==> config.mk <==
export PLATFORM = sky130hd
export DESIGN_NAME = sb_rx_deserializer
export DESIGN_NICKNAME = d
export VERILOG_FILES = /design/src/rtl/sb_pkg.sv /design/src/rtl/sb_line_monitor.sv /design/src/rtl/sb_rx_deserializer.sv
export SDC_FILE = /design/constraint.sdc
export NUM_CORES = 1
export LEC_CHECK = 0
export ABC_AREA = 0
export CELL_PAD_IN_SITES_DETAIL_PLACEMENT = 0
export CELL_PAD_IN_SITES_GLOBAL_PLACEMENT = 1
export CORE_MARGIN = 2
export CORE_UTILIZATION = 50
export DETAILED_ROUTE_END_ITERATION = 10
export DONT_BUFFER_PORTS = 1
export PLACE_DENSITY_LB_ADDON = 0.1
export SLEW_MARGIN = 10
export SYNTH_ARGS = -nofsm -noshare
export SYNTH_HDL_FRONTEND = slang
export SYNTH_SLANG_ARGS = --single-unit
export TNS_END_PERCENT = 20
==> constraint.sdc <==
create_clock -name sb_clk -period 2.1 [get_ports sb_clk]
set_clock_uncertainty 0.15 [all_clocks]
set_input_delay 0.63 -clock sb_clk [delete_from_list [all_inputs] [get_ports sb_clk]]
set_output_delay 0.63 -clock sb_clk [all_outputs]
set_load 0.01 [all_outputs]
==> src/rtl/sb_pkg.sv <==
// Shared sideband definitions: symbol field layout, control byte codes and rx framer states.
package sb_pkg;

    localparam int unsigned SYM_W     = 10;
    localparam int unsigned START_BIT = 0;
    localparam int unsigned DATA_LSB  = 1;
    localparam int unsigned DATA_MSB  = 8;
    localparam int unsigned STOP_BIT  = 9;

    localparam logic [7:0] DLE     = 8'hFE;
    localparam logic [7:0] STX_CMD = 8'h05;
    localparam logic [7:0] STX_RSP = 8'h04;
    localparam logic [7:0] ETX     = 8'h40;
    localparam logic [7:0] LSE     = 8'h80;
    localparam logic [7:0] CLSE    = 8'h7F;

    typedef enum logic [1:0] {
        RX_IDLE  = 2'd0,
        RX_START = 2'd1,
        RX_DATA  = 2'd2,
        RX_STOP  = 2'd3
    } rx_state_e;

endpackage

==> src/rtl/sb_line_monitor.sv <==
// Sideband line monitor: tracks consecutive high/low runs on the synchronized line
// and raises sticky, mutually exclusive connect/disconnect levels.
module sb_line_monitor
    import sb_pkg::*;
#(
    parameter int unsigned T_CONNECT_CYC    = 64,
    parameter int unsigned T_DISCONNECT_CYC = 128
) (
    input  logic sb_clk,
    input  logic rst,
    input  logic rx_s,
    output logic tconnect,
    output logic tdisconnect
);

    localparam int unsigned HI_W = $clog2(T_CONNECT_CYC + 1);
    localparam int unsigned LO_W = $clog2(T_DISCONNECT_CYC + 1);
    localparam logic [HI_W-1:0] HI_MAX = HI_W'(T_CONNECT_CYC);
    localparam logic [HI_W-1:0] HI_HIT = HI_W'(T_CONNECT_CYC - 1);
    localparam logic [LO_W-1:0] LO_MAX = LO_W'(T_DISCONNECT_CYC);
    localparam logic [LO_W-1:0] LO_HIT = LO_W'(T_DISCONNECT_CYC - 1);

    logic [HI_W-1:0] hi_cnt;
    logic [LO_W-1:0] lo_cnt;

    // Run counters saturate at their threshold; the level flips on the cycle the run reaches it.
    always_ff @(posedge sb_clk or posedge rst) begin
        if (rst) begin
            hi_cnt      <= '0;
            lo_cnt      <= '0;
            tconnect    <= 1'b0;
            tdisconnect <= 1'b0;
        end else if (rx_s) begin
            lo_cnt <= '0;
            if (hi_cnt != HI_MAX) hi_cnt <= hi_cnt + 1'b1;
            if (hi_cnt >= HI_HIT) begin
                tconnect    <= 1'b1;
                tdisconnect <= 1'b0;
            end
        end else begin
            hi_cnt <= '0;
            if (lo_cnt != LO_MAX) lo_cnt <= lo_cnt + 1'b1;
            if (lo_cnt >= LO_HIT) begin
                tdisconnect <= 1'b1;
                tconnect    <= 1'b0;
            end
        end
    end

endmodule

==> src/rtl/sb_rx_deserializer.sv <==
// Sideband receive front end: synchronizes the raw line, frames 10-bit UART-style
// symbols with OVS-times oversampling and reports framing errors and line state.
module sb_rx_deserializer
    import sb_pkg::*;
#(
    parameter int unsigned OVS              = 4,
    parameter int unsigned T_CONNECT_CYC    = 64,
    parameter int unsigned T_DISCONNECT_CYC = 128
) (
    input  logic             sb_clk,
    input  logic             rst,
    input  logic             sb_rx,
    input  logic             rx_en,
    output logic [SYM_W-1:0] sbrx,
    output logic             sym_valid,
    output logic             error,
    output logic             tconnect,
    output logic             tdisconnect
);

    localparam int unsigned PH_W = $clog2(OVS);
    localparam logic [PH_W-1:0] PH_MID  = PH_W'(OVS / 2 - 1);
    localparam logic [PH_W-1:0] PH_LAST = PH_W'(OVS - 1);
    localparam logic [2:0]      BIT_LAST = 3'(DATA_MSB - DATA_LSB);

    logic            sync1, rx_s, rx_q;
    logic            fall_c;
    rx_state_e       state, state_nxt;
    logic [PH_W-1:0] phase, phase_nxt;
    logic [2:0]      bit_idx, bit_nxt;
    logic [7:0]      data_q, data_nxt;
    logic            armed, armed_nxt;
    logic [PH_W-1:0] arm_cnt, arm_cnt_nxt;
    logic [SYM_W-1:0] sbrx_nxt;
    logic            sym_valid_nxt, error_nxt;

    // Two-flop synchronizer plus one delayed copy for falling-edge detection; idle-high preset.
    always_ff @(posedge sb_clk or posedge rst) begin
        if (rst) begin
            sync1 <= 1'b1;
            rx_s  <= 1'b1;
            rx_q  <= 1'b1;
        end else begin
            sync1 <= sb_rx;
            rx_s  <= sync1;
            rx_q  <= rx_s;
        end
    end

    assign fall_c = rx_q & ~rx_s;

    always_ff @(posedge sb_clk or posedge rst) begin
        if (rst) begin
            state     <= RX_IDLE;
            phase     <= '0;
            bit_idx   <= '0;
            data_q    <= '0;
            armed     <= 1'b1;
            arm_cnt   <= '0;
            sbrx      <= '1;
            sym_valid <= 1'b0;
            error     <= 1'b0;
        end else begin
            state     <= state_nxt;
            phase     <= phase_nxt;
            bit_idx   <= bit_nxt;
            data_q    <= data_nxt;
            armed     <= armed_nxt;
            arm_cnt   <= arm_cnt_nxt;
            sbrx      <= sbrx_nxt;
            sym_valid <= sym_valid_nxt;
            error     <= error_nxt;
        end
    end

    always_comb begin
        state_nxt     = state;
        phase_nxt     = (phase == PH_LAST) ? '0 : phase + 1'b1;
        bit_nxt       = bit_idx;
        data_nxt      = data_q;
        sbrx_nxt      = sbrx;
        sym_valid_nxt = 1'b0;
        error_nxt     = 1'b0;
        armed_nxt     = armed;
        arm_cnt_nxt   = arm_cnt;

        if (!rx_en) begin
            state_nxt = RX_IDLE;
            phase_nxt = '0;
            bit_nxt   = '0;
        end else begin
            case (state)
                RX_IDLE: begin
                    phase_nxt = '0;
                    bit_nxt   = '0;
                    if (armed && fall_c) state_nxt = RX_START;
                end
                RX_START: begin
                    if (phase == PH_MID && rx_s) state_nxt = RX_IDLE;
                    else if (phase == PH_LAST)   state_nxt = RX_DATA;
                end
                RX_DATA: begin
                    if (phase == PH_MID) data_nxt = {rx_s, data_q[7:1]};
                    if (phase == PH_LAST) begin
                        if (bit_idx == BIT_LAST) state_nxt = RX_STOP;
                        else                     bit_nxt   = bit_idx + 1'b1;
                    end
                end
                RX_STOP: begin
                    // Leave at the stop mid-sample so a start bit right after the stop bit is caught.
                    if (phase == PH_MID) begin
                        sbrx_nxt[STOP_BIT]          = rx_s;
                        sbrx_nxt[DATA_MSB:DATA_LSB] = data_q;
                        sbrx_nxt[START_BIT]         = 1'b0;
                        sym_valid_nxt               = 1'b1;
                        error_nxt                   = ~rx_s;
                        state_nxt                   = RX_IDLE;
                    end
                end
                default: state_nxt = RX_IDLE;
            endcase
        end

        // Break lockout: a framing error disarms until the line has been high for a full bit.
        if (error_nxt) begin
            armed_nxt   = 1'b0;
            arm_cnt_nxt = '0;
        end else if (!armed) begin
            if (!rx_s) begin
                arm_cnt_nxt = '0;
            end else if (arm_cnt == PH_LAST) begin
                armed_nxt   = 1'b1;
                arm_cnt_nxt = '0;
            end else begin
                arm_cnt_nxt = arm_cnt + 1'b1;
            end
        end
    end

    sb_line_monitor #(
        .T_CONNECT_CYC   (T_CONNECT_CYC),
        .T_DISCONNECT_CYC(T_DISCONNECT_CYC)
    ) u_line_monitor (
        .sb_clk     (sb_clk),
        .rst        (rst),
        .rx_s       (rx_s),
        .tconnect   (tconnect),
        .tdisconnect(tdisconnect)
    );

endmodule

==> out/metrics.yaml <==
outcome: "completed"
cts-resized-gates: 0
p_sw_uw: 399
critPathCapture: "arm_cnt[0]"
first_pass_iters: 4
final_util_pct: 56.4
power.density_mw_per_mm2: 715
regArea_mm2: 0.00127
routedWlPerCell_um: 15.0
area_delta_synth_final_pct: 7.44
wl_met1_mm: 1.67
ys_ff_latch: 50
grt_pass1_vias: 1462
yosysWarnings: 0
clkTransAtPathRegs_ns: 0.09
reg2reg_to: "arm_cnt[0]"
cp-start-kind: "flip-flop"
synth.top_cell.area_share_pct: 39.1
worstSetupStartpoint: "phase[1]"
drt_iter0_drc: 82
drv_cap: 0
arrival_ns: 1.79
rsz0062_at_grt: "no"
n_antenna_cell: 0
synth_area_mm2: 0.00230
met3_length_um: 131
ys_types: 46
crit_slowest_cell: "nand4_2"
p_leak_uw: 0.00109
slowest_delay_ns: 0.41
power.internal_uw: 1370
drive_gt1_share_pct: 25.4
r2r_cells: 4
clkPwrFrac_pct: 38.9
fin_nets: 209
clk_path_buf_depth: 2
rows: 24
grt_use_total_pct: 16.2
highest_layer: "met4"
postRouteAntennaNets: 0
drc: 0
ys_seq_area_share_pct: 55.1
pre_cts_slack_ns: 0.338
place_congestion: 0.778
wl_met2_mm: 1.90
antenna_found_initial: 0
r2r_start: "phase[1]"
viasPerCell: 5.68
ios: 18
initial_core_util_pct: 52.5
reg2reg_slack_ns: 0.36
synth.area.top_cells: "dfrtp_1, dfstp_2, mux2_2"
die_y_um: 71.9
fin_ws_ns: 0.360
slew_headroom_pct: 64.3
holdCritPathClass: "primary input to asynchronous set/reset pin"
power.share.combinational_pct: 4.1
clock_sinks: 50
cts_hold_buf: 0
cts_buffers: 5
slew_violations: 0
final-hold-violation-count: 0
grt_first_pass_wirelength_mm: 6.52
dp_hpwl_mm: 2.54
final_common_cell: "dfrtp_1"
tightest_slew_ns: 0.531
switching_share_pct: 22.5
syn_inst: 195
ir_worst_vdd_uv: 398
grt_max_degree: 33
synth_nets: 208
path_cells: "inv_1, ha_1, nand4_2, a32o_1"
core-area_mm2: 0.00438
setup_viol: 0
min_period_over_period_pct: 82.9
routed_wl_mm: 3.75
dp_cells: 241
avgSynthCellArea_um2: 11.8
cts-root-buf: "clkbuf_8"
power.share.sequential_pct: 57.0
grt.overflow.total: 0
multi_input_area_um2: 952
htree_levels: 2
required_ns: 2.15
cp_max_fo: 15
via_count: 1415
hold_ws_ns: 0.0655
die_area_mm2: 0.00517
crit_type: "flip-flop to flip-flop"
endpoint_kind: "flip-flop"
die_w_um: 71.9
fin_cells: 249
postCtsSetupRepairBufs: 0
cts_tree: "done"
fillers: 367
yosysTopAreaCell: "dfrtp_1"
setup_tns_ns: 0
period_needed_ns: 1.74
final_cell_mix: "dfrtp_1, mux2_2, nand2_1, dfstp_2, inv_1"
portBuffers: 0
fmax_mhz: 575
clkLatencyLatePin_ns: 0.30
-- area by class of cell --
type,instances,share of cell area [%]
multi-input combinational,124,38.5
clock buffer,5,2.78
tap,52,2.63
sequential,50,51.3
clock inverter,3,1.92
timing repair buffer,1,0.809
inverter,14,2.12
-- state kept, by name, indices dropped and copies added, names as in the netlist --
register,count
sbrx,10
u_line_monitor.hi_cnt,7
rx_s,1
sym_valid,1
phase,2
arm_cnt,2
u_line_monitor.tconnect,1
sync1,1
armed,1
state,2
rx_q,1
u_line_monitor.lo_cnt,8
data_q,8
u_line_monitor.tdisconnect,1
bit_idx,3
error,1
-- synthesized netlist by cell type, drive strengths merged --
library cell  number
dfrtp             36
mux2              20
nand2             15
dfstp             14
inv               14
nor2              10
ha                 9
o21ai              9
nand3              6
a21oi              5
mux2i              5
or3                5
clkbuf             4
and2               3
buf                3
nor3               3
o31ai              3
xor2               3
a21boi             2
a31oi              2
a32o               2
nand2b             2
nand4              2
xnor2              2
a211oi             1
a21o               1
a22o               1
a22oi              1
and3b              1
and4               1
nand4bb            1
nor2b              1
nor3b              1
nor4               1
nor4bb             1
o2111ai            1
o211ai             1
o22ai              1
or2b               1
or4                1
-- metal layers --
layer	GRT usage (%)	vias to the layer above
met4	5.66	0
li1	-	683
met3	4.64	5
met5	0	-
met2	28.0	15
met1	19.4	712
-- kinds of logic (layout without fill, tap and decap cells) --
group / after synthesis / in the layout / synth area share (%)
compound gates: 30 / 30 / 8.42
xor+xnor: 5 / 5 / 1.90
fa+ha+maj: 9 / 9 / 4.89
buf+inv: 21 / 23 / 3.58
flops: 50 / 50 / 55.1
mux: 25 / 25 / 12.1
simple gates: 55 / 55 / 14.0
-- power groups by stage --
stage | Combinational [uW] | Clock, uW | Sequential, uW
global route | 84.7 | 757 | 1010
CTS | 74.6 | 714 | 1010
finish | 71.9 | 689 | 1010
global placement | 70.3 | 0 | 1030
detailed placement | 73.8 | 0 | 1030
floorplan | 65.6 | 0 | 1010
-- metrics by stage --
step | instance area (um2) | power (uW)
3_5_place_dp | 2360 | 1100
3_3_place_gp | 2360 | 1100
5_1_grt | 2470 | 1850
6_report | 2470 | 1770
2_1_floorplan | 2300 | 1080
4_1_cts | 2470 | 1800
-- critical path, delay by kind of cell, from the launching register on --
family | cells | cell delay (ns)
simple gates | 1 | 0.41
compound gates | 1 | 0.41
flops | 1 | 0.39
fa+ha+maj | 1 | 0.23
buf+inv | 1 | 0.06
-- how the worst min path moves through the flow --
stage	cells past startpoint	slack, ns	endpoint	from
after floorplan	0	0.20	rx_s	sync1
after CTS	1	0.08	sym_valid	rst
after detailed placement	0	0.20	rx_s	sync1
after global routing	1	0.1	error	rst
after global placement	0	0.20	rx_s	sync1
final	1	0.07	u_line_monitor.hi_cnt[3]	rst
(Power assumes the default switching activity.)
